## config.mk

```make
export PLATFORM = sky130hd
export DESIGN_NAME = irq_controller_flat
export DESIGN_NICKNAME = d
export VERILOG_FILES = /design/src/rtl/irq_pkg.sv /design/src/rtl/irq_controller_if.sv /design/src/rtl/irq_prio_enc.sv /design/src/rtl/irq_controller.sv /design/src/flat_wrapper.sv
export SDC_FILE = /design/constraint.sdc
export NUM_CORES = 1
export LEC_CHECK = 0
export ABC_AREA = 0
export CELL_PAD_IN_SITES_DETAIL_PLACEMENT = 1
export CELL_PAD_IN_SITES_GLOBAL_PLACEMENT = 1
export CORE_MARGIN = 8
export CORE_UTILIZATION = 27
export DETAILED_ROUTE_END_ITERATION = 7
export PLACE_DENSITY = 0.8
export SYNTH_ARGS = -nofsm -noshare
export SYNTH_HDL_FRONTEND = slang
export SYNTH_SLANG_ARGS = --single-unit
export TNS_END_PERCENT = 5
```

## constraint.sdc

```tcl
create_clock -name clk -period 3.4 [get_ports clk]
set_clock_uncertainty 0.2 [all_clocks]
set_input_delay 0.68 -clock clk [delete_from_list [all_inputs] [get_ports clk]]
set_output_delay 0.68 -clock clk [all_outputs]
set_load 0.02 [all_outputs]
```

## src/rtl/irq_pkg.sv

```systemverilog
// Shared types and constants for the interrupt controller.
// Optional feature macro: IRQ_VECTOR_EN (adds the irq_vector output).
package irq_pkg;

  localparam int NUM_IRQ = 4;
  localparam int IDX_W   = $clog2(NUM_IRQ);

  localparam logic [7:0] IRQ_OPCODE   = 8'hEF;
  localparam logic [7:0] IRQ_VEC_BASE = 8'hF0;

  // FSM state; encodings kept as plain constants so older tools see fixed bits
  typedef logic [1:0] state_t;
  localparam state_t ST_IDLE    = 2'd0;
  localparam state_t ST_PENDING = 2'd1;
  localparam state_t ST_INJECT  = 2'd2;
  localparam state_t ST_SERVICE = 2'd3;

  // Handler vectors are two bytes apart, starting at IRQ_VEC_BASE
  function automatic logic [7:0] vec_of(input logic [IDX_W-1:0] w);
    return IRQ_VEC_BASE + 8'({w, 1'b0});
  endfunction

endpackage

```

## src/rtl/irq_controller_if.sv

```systemverilog
// Requester / control-word side of the interrupt controller.
// Optional feature macro: IRQ_VECTOR_EN (adds irq_vector).
interface irq_controller_if;
  import irq_pkg::*;

  logic [NUM_IRQ-1:0] irq_req;
  logic               mask_wr;
  logic [NUM_IRQ-1:0] mask_in;
  logic               ie_set;
  logic               ie_clr;
  logic               reti;
  logic [NUM_IRQ-1:0] irq_ack;
  logic               irq_active;
`ifdef IRQ_VECTOR_EN
  logic [7:0]         irq_vector;
`endif

`ifdef IRQ_VECTOR_EN
  modport master (output irq_req, mask_wr, mask_in, ie_set, ie_clr, reti,
                  input  irq_ack, irq_active, irq_vector);
  modport slave  (input  irq_req, mask_wr, mask_in, ie_set, ie_clr, reti,
                  output irq_ack, irq_active, irq_vector);
`else
  modport master (output irq_req, mask_wr, mask_in, ie_set, ie_clr, reti,
                  input  irq_ack, irq_active);
  modport slave  (input  irq_req, mask_wr, mask_in, ie_set, ie_clr, reti,
                  output irq_ack, irq_active);
`endif

endinterface

```

## src/rtl/irq_prio_enc.sv

```systemverilog
// Fixed-priority encoder: lowest set bit wins.
module irq_prio_enc
  import irq_pkg::*;
(
  input  logic [NUM_IRQ-1:0] req,
  output logic [IDX_W-1:0]   idx,
  output logic               valid
);

  // scan from the top so the lowest set index is written last
  always_comb begin
    idx   = '0;
    valid = |req;
    for (int i = NUM_IRQ - 1; i >= 0; i--)
      if (req[i]) idx = i[IDX_W-1:0];
  end

endmodule

```

## src/rtl/irq_controller.sv

```systemverilog
// Interrupt controller: masks and prioritises level requests, injects
// IRQ_OPCODE at an instruction boundary, tracks the handler until reti.
// Optional feature macro: IRQ_VECTOR_EN (registered handler vector).
module irq_controller
  import irq_pkg::*;
(
  input  logic              clk,
  input  logic              rstn,
  irq_controller_if.slave   bus,
  input  logic              step_resetn,
  input  logic              step_extn,
  input  logic [7:0]        opcode_in,
  output logic [7:0]        opcode_out
);

  state_t             state;
  logic [NUM_IRQ-1:0] mask;
  logic [NUM_IRQ-1:0] pending;
  logic [NUM_IRQ-1:0] ack;
  logic [IDX_W-1:0]   winner;
  logic [IDX_W-1:0]   enc_idx;
  logic               enc_vld;
  logic               ie;
  logic               go_inject;
  logic               go_return;

  assign pending = bus.irq_req & mask;

  irq_prio_enc u_enc (
    .req   (pending),
    .idx   (enc_idx),
    .valid (enc_vld)
  );

  // injection only at a boundary that does not sit inside a prefixed instruction
  assign go_inject = (state == ST_PENDING) && ie && enc_vld && !step_resetn && step_extn;
  assign go_return = (state == ST_SERVICE) && bus.reti;

  // FSM, mask, global enable and the one-cycle acknowledge pulse
  always_ff @(posedge clk) begin
    if (!rstn) begin
      state  <= ST_IDLE;
      mask   <= '0;
      ie     <= 1'b0;
      winner <= '0;
      ack    <= '0;
    end else begin
      ack <= '0;
      if (bus.mask_wr) mask <= bus.mask_in;
      // clear beats set when both strobes arrive together
      if (bus.ie_clr)      ie <= 1'b0;
      else if (bus.ie_set) ie <= 1'b1;

      case (state)
        ST_IDLE:
          if (ie && enc_vld) begin
            state  <= ST_PENDING;
            winner <= enc_idx;
          end
        ST_PENDING:
          if (!ie || !enc_vld) begin
            state <= ST_IDLE;
          end else if (go_inject) begin
            state <= ST_INJECT;
            ack   <= NUM_IRQ'(1) << winner;
            ie    <= 1'b0;
          end
        ST_INJECT:
          if (!step_resetn) state <= ST_SERVICE;
        ST_SERVICE:
          if (go_return) begin
            state <= ST_IDLE;
            ie    <= 1'b1;
          end
        default: state <= ST_IDLE;
      endcase
    end
  end

  assign bus.irq_ack    = ack;
  assign bus.irq_active = (state == ST_SERVICE);

  // the injected opcode replaces the fetched one only while in INJECT
  assign opcode_out = (state == ST_INJECT) ? IRQ_OPCODE : opcode_in;

`ifdef IRQ_VECTOR_EN
  logic [7:0] vector;

  // vector captured with the acknowledge, dropped when the handler returns
  always_ff @(posedge clk) begin
    if (!rstn)          vector <= '0;
    else if (go_inject) vector <= vec_of(winner);
    else if (go_return) vector <= '0;
  end

  assign bus.irq_vector = vector;
`endif

endmodule

```

## src/flat_wrapper.sv

```systemverilog
// flat-port wrapper written by rule: the top's interface ports become plain ports
module irq_controller_flat import irq_pkg::*;
  (clk, rstn, step_resetn, step_extn, opcode_in, opcode_out, bus_irq_req, bus_mask_wr, bus_mask_in, bus_ie_set, bus_ie_clr, bus_reti, bus_irq_ack, bus_irq_active);
  irq_controller_if bus_i ();
  input  logic clk;
  input  logic rstn;
  input  logic step_resetn;
  input  logic step_extn;
  input  logic [7:0] opcode_in;
  output logic [7:0] opcode_out;
  input wire logic [$bits(bus_i.irq_req)-1:0] bus_irq_req;
  input wire logic [$bits(bus_i.mask_wr)-1:0] bus_mask_wr;
  input wire logic [$bits(bus_i.mask_in)-1:0] bus_mask_in;
  input wire logic [$bits(bus_i.ie_set)-1:0] bus_ie_set;
  input wire logic [$bits(bus_i.ie_clr)-1:0] bus_ie_clr;
  input wire logic [$bits(bus_i.reti)-1:0] bus_reti;
  output wire logic [$bits(bus_i.irq_ack)-1:0] bus_irq_ack;
  output wire logic [$bits(bus_i.irq_active)-1:0] bus_irq_active;
  assign bus_i.irq_req = bus_irq_req;
  assign bus_i.mask_wr = bus_mask_wr;
  assign bus_i.mask_in = bus_mask_in;
  assign bus_i.ie_set = bus_ie_set;
  assign bus_i.ie_clr = bus_ie_clr;
  assign bus_i.reti = bus_reti;
  assign bus_irq_ack = bus_i.irq_ack;
  assign bus_irq_active = bus_i.irq_active;
  irq_controller u_core (.clk(clk), .rstn(rstn), .bus(bus_i), .step_resetn(step_resetn), .step_extn(step_extn), .opcode_in(opcode_in), .opcode_out(opcode_out));
endmodule
```

Yosys cells after proc, flatten, opt, wreduce, memory -nomap -nowiden
Index checks and enable logic that the tools add are counted.
- flip-flop bits (word level): 13
- bits of input ports: 24
- output and inout bits: 13
- word-level logic and storage cells: 49
- equal/unequal tests: 7
- shift operators: 1
- mux-type cells: 17
- bitwise operators: 4
- reductions and logical operators: 15
- operators by type and width (operator ; count):
    2-to-1 mux 2 bit ; 9
    2-to-1 mux 8 bit ; 1
    one-hot mux 2 bit (4 select lines) ; 1
    OR reduction 4 bit ; 2
    logical AND 1 bit ; 6
    2-to-1 mux 1 bit ; 5
    AND 4 bit ; 1
    equality test 2 bit, second input constant ; 2
    inequality test 2 x 1 -> 1 bit, second input constant ; 2
    AND reduction 4 bit ; 1
    left shift 1 x 2 -> 4 bit, first input constant ; 1
    logical NOT 1 bit ; 3
    inequality test 3 x 2 -> 1 bit, second input constant ; 1
    NOT 1 bit ; 3
    equality test 2 x 1 -> 1 bit, second input constant ; 1
    logical NOT 2 bit ; 1
    inequality test 2 bit, second input constant ; 1
    one-hot mux 1 bit (2 select lines) ; 1
    AND reduction 2 bit ; 1
    logical OR 1 bit ; 1

Longest topological paths before layout
Gate-level depths: netlist of run 1.
- depth in word-level cells: 8
- gate-level depth with buffers: 5
- gate-level depth less buffers: 4

Cells and area by module
A second synthesis of run 1 with hierarchy kept.
- cell total of the unflattened synthesis: 66
- area total of the unflattened synthesis: 643.1 um2
- by module, submodules not included (module ; times used ; cells an instance ; area each (um2) ; sequential area each (um2)):
    irq_controller ; 1 ; 59 ; 608.1 ; 260.2
    irq_prio_enc ; 1 ; 7 ; 35.0 ; 0.0

Worst setup path after synthesis of run 1
OpenSTA, ideal clock, no wires.
- path type: reg2out
- start point: register u_core.state[0]
- end point: output port opcode_out[4]
- data arrival time: 952 ps
- data required time: 2520 ps
- slack: 1568 ps
- cell stages (with the launch flop): 4
- path buffers: 1
- path through: dfxtp_1 buf_4 or2b_1 and2_1
- longest elaborated chain between the ends: 2
- RTL lines (item ; RTL line ; RTL):
    from (decl) ; irq_controller.sv:16 ; state_t state;
    from (signal assigned) ; irq_controller.sv:42 ; state <= ST_IDLE;
    from (signal assigned) ; irq_controller.sv:57 ; state <= ST_PENDING;
    from (signal assigned) ; irq_controller.sv:62 ; state <= ST_IDLE;
    equality test 2 bit ; irq_controller.sv:84 ; assign opcode_out = (state == ST_INJECT) ? IRQ_OPCODE : opcode_in;
    2-to-1 mux 8 bit ; irq_controller.sv:84 ;
    to (decl) ; flat_wrapper.sv:10 ; output logic [7:0] opcode_out;
Every way passes these cells.

Worst setup path after layout of run 1
- start point: input port opcode_in[4]
- end point: output port opcode_out[4]
- longest elaborated chain between the ends: 1
- RTL lines (item ; RTL line ; RTL):
    from (decl) ; flat_wrapper.sv:9 ; input logic [7:0] opcode_in;
    2-to-1 mux 8 bit ; irq_controller.sv:84 ;
Every way passes these cells.

==> qor.yml, run 1 <==
power:
  p_per_area_nw_per_um2: 311.7
  netSwitchingPower_w: 0.00007916
  comb_power_share: 0.206
  p_int_w: 0.0002437
  p_clk_frac: 0.299
  p_leak_nw: 0.3821
  pwr-share-seq: 0.495
  max-vdd-ir-drop_mv: 0.2339
  switching_share: 0.2452
synth:
  synth_seq_cells: 13
  yosysTopAreaCell: "dfxtp_1"
  synthCells: 68
  ys_warn_count: 0
  synth_area_um2: 630.6
  yosysUniqueCellTypes: 30
  synth_edf_count: 0
  yosysTopAreaCellShare: 0.4127
  synth.most_common_cell: "dfxtp_1"
  synthArstFlopShare: 0
  synthFlopType: "dfxtp_1"
  synth_top_cells_by_count: "13 x dfxtp_1, 7 x nand2b_1, 5 x nand2_1, 5 x nor2_1, 5 x nor2b_1"
  yosysSeqAreaShare: 0.4127
  synth_fp_nets: 92
  synth_area_per_cell_um2: 9.274
  synth.area.top_cells: "dfxtp_1 41%, nand2b_1 6.9%, mux2i_1 6.3%"
grt:
  grt_overflow: 0
  grt_pass1_vias: 662
  grt_pass1_wl_um: 3063
  track_usage: 0.09332
  grt_start_max_net_pins: 12
  antenna_found_initial: 0
routing:
  drc: 0
  first_pass_iters: 2
  antenna_left: 0
  totalWireLength_um: 1905
  viasPerCell: 4.835
  wl_per_cell_um: 14.32
  via_count: 643
  drt_iter0_markers: 7
placement:
  dp_hpwl_um: 1579
  placed_area_um2: 1010
  io_buffers: 36
  gp_congestion: 0.6849
critical_path:
  crit_fanout: 1
  start_kind: "primary input"
  path_class: "in -> out"
  critical_path_arrival_ns: 1.84
  worst_setup_path_end_kind: "output pin"
  cp.required_ns: 2.52
die:
  die_y_um: 64.33
  initial_utilization: 0.2851
  die_area_um2: 4138
  core_um2: 2212
  io_pins: 37
  die_w_um: 64.33
  rows: 17
status:
  outcome: "finished, final reports clean"
finish:
  drive_gt1_frac: 0.08571
  nets: 130
  fin_area_um2: 1036
  syn2layout_area_growth_pct: 64.29
  num_antenna_cells: 0
clock_tree:
  numCtsBuffers: 3
  cts_sinks: 13
  cts.path.max_buffers: 2
  cts_resized: 0
  htree_levels: 1
  post_cts.repair.setup_buffers: 0
  hold_buffers: 0
  cts_tree: "done"
  path_clk_slew_ns: 0.08
  clk_latency_ns: 0.28
  root_buffer: "clkbuf_4"
sta:
  max_freq_mhz: 368.1
  finalCriticalPeriod_ns: 2.717
  tightest_slew_ns: 0.4294
  final-hold-violation-count: 0
  maxSlewViolCount: 0
  maxSlewHeadroom: 0.7129
  setup_violations: 0
  grt_setup_unrepaired: "false"
  post-route-period-util: 0.7990
  tns_ns: 0
hold_path:
  hold_path.class: "reg -> reg"
flow_run:
  max-cap-violations: 0
metrics by stage:
| step | total power (W) | utilization | hold slack, ns | setup WS (ns) | instances |
|---|---|---|---|---|---|
| 2_1_floorplan | 0.0001895 | - | 0.2436 | 1.568 | 68 |
| 3_3_place_gp | 0.0002283 | 0.4564 | 0.2687 | 0.6881 | 129 |
| 3_5_place_dp | 0.0002299 | 0.4564 | 0.2835 | 0.6791 | 129 |
| 4_1_cts | 0.0003272 | 0.4683 | 0.2956 | 0.6777 | 133 |
| 5_1_grt | 0.0003392 | 0.4683 | 0.3190 | 0.5765 | 133 |
| 6_report | 0.0003229 | 0.4683 | 0.2971 | 0.6835 | 133 |
power by group through the flow:
stage / Sequential [W] / Combinational, W / Clock (W)
finish: 0.000160 / 0.0000664 / 0.0000967
global route: 0.000160 / 0.0000710 / 0.000108
detailed placement: 0.000163 / 0.0000665 / 0
global placement: 0.000163 / 0.0000652 / 0
floorplan: 0.000162 / 0.0000274 / 0
CTS: 0.000160 / 0.0000670 / 0.000100
registers in the layout, indices dropped and copies added, names as in the netlist, named ones only:
register	cells
u_core.bus.irq_ack	4
u_core.ie	1
u_core.mask	4
u_core.state	1
u_core.winner	2
kinds of logic after synthesis:
logic type | after synthesis | share of synthesized area
and+or+nand+nor | 36 | 0.3433
DFF | 13 | 0.4127
AOI/OAI and AO/OA | 12 | 0.1548
muxes | 4 | 0.06349
buffers and inverters | 3 | 0.02578
final timing paths:
check	startpoint	endpoint	slack [ns]	cells after the start
max reg2reg	u_core.state[0]$_SDFFE_PN0P_	u_core.bus.irq_ack[0]$_SDFF_PP0_	1.88	4
min reg2reg	u_core.winner[0]$_SDFFE_PN0P_	u_core.bus.irq_ack[3]$_SDFF_PP0_	0.30	2
min	u_core.winner[0]$_SDFFE_PN0P_	u_core.bus.irq_ack[3]$_SDFF_PP0_	0.30	2
max	opcode_in[4]	opcode_out[4]	0.68	3
metal layers:
metal,global-route usage,part of all wire
met3,0.05226,0.066
met5,0,0
met2,0.1615,0.53
met1,0.09172,0.40
met4,0.03270,0.0042
layout make-up:
class / count / area, µm²
multi-input combinational: 52 / 354.1
clock buffer: 4 / 26.28
sequential: 13 / 260.3
fill: 259 / 1176
timing repair buffer: 36 / 360.3
tap: 28 / 35.03
critical path, cell delays in order:
cell and delay (ns):
clkdlybuf4s50_1 0.44, and2_1 0.11, clkdlybuf4s50_1 0.60
placed cells by master (no fill, tap or decap), drive strengths merged:
cell type and n:
nand2 6, a21boi 1, clkdlybuf4s50 36, o21ai 3
nor3 2, a22oi 2, a211oi 2, nand4 1
nand2b 8, or2b 1, clkbuf 4, o211a 1
nor2 5, o21a 1, o31ai 1, nor3b 3
mux2i 4, a32o 1, nand3b 1, nor2b 5
dfxtp 13, and2 3, nand3 1
No activity file was read; power rests on OpenSTA's default activity.
==> run 2: changes to the inputs <==
CORE_UTILIZATION = 25   (was 27)
PLACE_DENSITY = 0.75   (was 0.8)
clock period = 2.5 ns   (was 3.4 ns; I/O delays follow)
==> qor.yml, run 2 (synthesized netlist as in run 1, its figures left out) <==
die:
  die_w_um: 66.23  # +3.0%
  io_pins: 37  # unchanged
  core_um2: 2432  # +10%
  rows: 18  # +1
  die_area_um2: 4386  # +6.0%
  die_y_um: 66.23  # +3.0%
  initial_utilization: 0.2593  # -0.02581
grt:
  track_usage: 0.09532  # +0.002001
  antenna_found_initial: 0  # unchanged
  grt_pass1_wl_um: 3160  # +3.2%
  grt_start_max_net_pins: 12  # unchanged
  grt_pass1_vias: 626  # -5.4%
  grt_overflow: 0  # unchanged
critical_path:
  path_class: "reg -> out"
  r2r_start: "u_core.mask[2]$_SDFFE_PN0P_"
  r2r_slack_ns: 1.03  # -0.85 ns
  start_kind: "register"
  critical_path_arrival_ns: 1.70  # -0.14 ns
  cp.required_ns: 1.80  # -0.72 ns
  crit_fanout: 8  # +7
  worst_setup_path_end_kind: "output pin"
routing:
  via_count: 612  # -4.8%
  viasPerCell: 4.533  # -6.2%
  drc: 0  # unchanged
  totalWireLength_um: 1945  # +2.1%
  antenna_left: 0  # unchanged
  wl_per_cell_um: 14.41  # +0.59%
  drt_iter0_markers: 9  # +2
  first_pass_iters: 3  # +1
clock_tree:
  path_clk_slew_ns: 0.08  # about the same
  cts_sinks: 13  # unchanged
  htree_levels: 1  # unchanged
  root_buffer: "clkbuf_4"
  cts_tree: "done"
  cts.path.max_buffers: 2  # unchanged
  clk_latency_ns: 0.27  # about the same
  post_cts.repair.setup_buffers: 0  # unchanged
  numCtsBuffers: 3  # unchanged
sta:
  maxSlewHeadroom: 0.7327  # +0.01981
  finalCriticalPeriod_ns: 2.396
  maxSlewViolCount: 0  # unchanged
  worst_hold_slack_ns: 0.2824  # -0.01473 ns
  grt_setup_unrepaired: "false"
  post-route-period-util: 0.9582
  final-hold-violation-count: 0  # unchanged
  setup_violations: 0  # unchanged
  max_freq_mhz: 417.4
  tightest_slew_ns: 0.3997  # -0.02962 ns
  tns_ns: 0  # unchanged
hold_path:
  hold_path.class: "reg -> reg"
  hold_path.startpoint: "u_core.winner[1]$_SDFFE_PN0P_"
finish:
  syn2layout_area_growth_pct: 65.48
  nets: 130  # unchanged
  regArea_um2: 261.5  # +0.48%
  multi_input_area_um2: 357.8  # +1.1%
  drive_gt1_frac: 0.1048  # +0.01905
  num_antenna_cells: 0  # unchanged
  fillCellCount: 305  # +18%
  final_common_cell: "clkdlybuf4s50_1"
  final_cell_mix: "36 x clkdlybuf4s50_1, 12 x dfxtp_1, 7 x nand2b_1"
  fin_util: 0.4290  # -0.03931
power:
  comb_power_share: 0.208  # +0.002
  switching_share: 0.2429  # -0.002279
  p_int_w: 0.0003316  # +36%
  p_leak_nw: 0.3856  # +0.93%
  pwr-share-seq: 0.496  # about the same
  p_clk_frac: 0.296  # -0.003
  max-vdd-ir-drop_mv: 0.2357  # +0.76%
  p_per_area_nw_per_um2: 419.7  # +35%
  netSwitchingPower_w: 0.0001064  # +34%
status:
  outcome: "finished, final reports clean"
placement:
  gp_congestion: 0.7228  # +5.5%
  dp_hpwl_um: 1632  # +3.4%
  io_buffers: 36  # unchanged
flow_run:
  max-cap-violations: 0  # unchanged
-- run 2: cell count changes in the layout (fill, tap and decap cells not counted) --
| cell | change |
|---|---|
| or2b_1 | -1 |
| dfxtp_2 | +1 |
| or2b_4 | +1 |
| dfxtp_1 | -1 |
-- run 2: worst max-delay path, cell delays in order, from the launching register on --
cell and delay [ns]:
dfxtp_1 0.39, or2b_4 0.32, and2_1 0.17, clkdlybuf4s50_1 0.54
-- run 2: power groups by stage --
stage	clock, W	combinational (W)	sequential, W
3_5_place_dp	0	0.0000918	0.000222
3_3_place_gp	0	0.0000896	0.000222
2_1_floorplan	0	0.0000372	0.000221
6_report	0.000129	0.0000912	0.000217
5_1_grt	0.000150	0.0000982	0.000218
4_1_cts	0.000137	0.0000924	0.000217
-- run 2: path summary, 6_finish.rpt --
| check | endpoint | cells after the start |
|---|---|---|
| worst max-delay path | opcode_out[4] | 3 |
| worst min-delay path | u_core.bus.irq_ack[3]$_SDFF_PP0_ | 2 |
| worst max register to register | u_core.bus.irq_ack[2]$_SDFF_PP0_ | 4 |
| worst min register to register | u_core.bus.irq_ack[3]$_SDFF_PP0_ | 2 |
-- run 2: per-layer routing --
| layer | vias up | routed length [µm] | GRT usage |
|---|---|---|---|
| met3 | 2 | 121 | 0.04068 |
| met5 | - | 0 | 0 |
| met2 | 16 | 1023 | 0.1604 |
| met4 | 0 | 36 | 0.05600 |
| met1 | 283 | 763 | 0.09593 |
| li1 | 311 | - | - |
-- run 2: final cells by class --
cell class	instances	area share
Clock buffer	4	0.02518
Multi-Input combinational cell	52	0.3429
Sequential cell	13	0.2506
Tap cell	30	0.03597
Timing Repair Buffer	36	0.3453
-- run 2: what timing repair did --
item,in CTS,in global routing
pin swaps,0,0
hold buffers,0,0
setup endpoints to repair,1,1
resized for setup,1,1
hold endpoints to repair,0,0
-- run 2: stage by stage --
step	power, W	instances	setup slack (ns)	cell area (µm²)
floorplan	0.0002578	68	0.8485	630.6
global placement	0.0003114	131	0.1420	1012
detailed placement	0.0003141	131	0.1167	1012
CTS	0.0004464	135	0.03518	1042
global route	0.0004665	135	0.01595	1044
finish	0.0004380	135	0.1044	1044
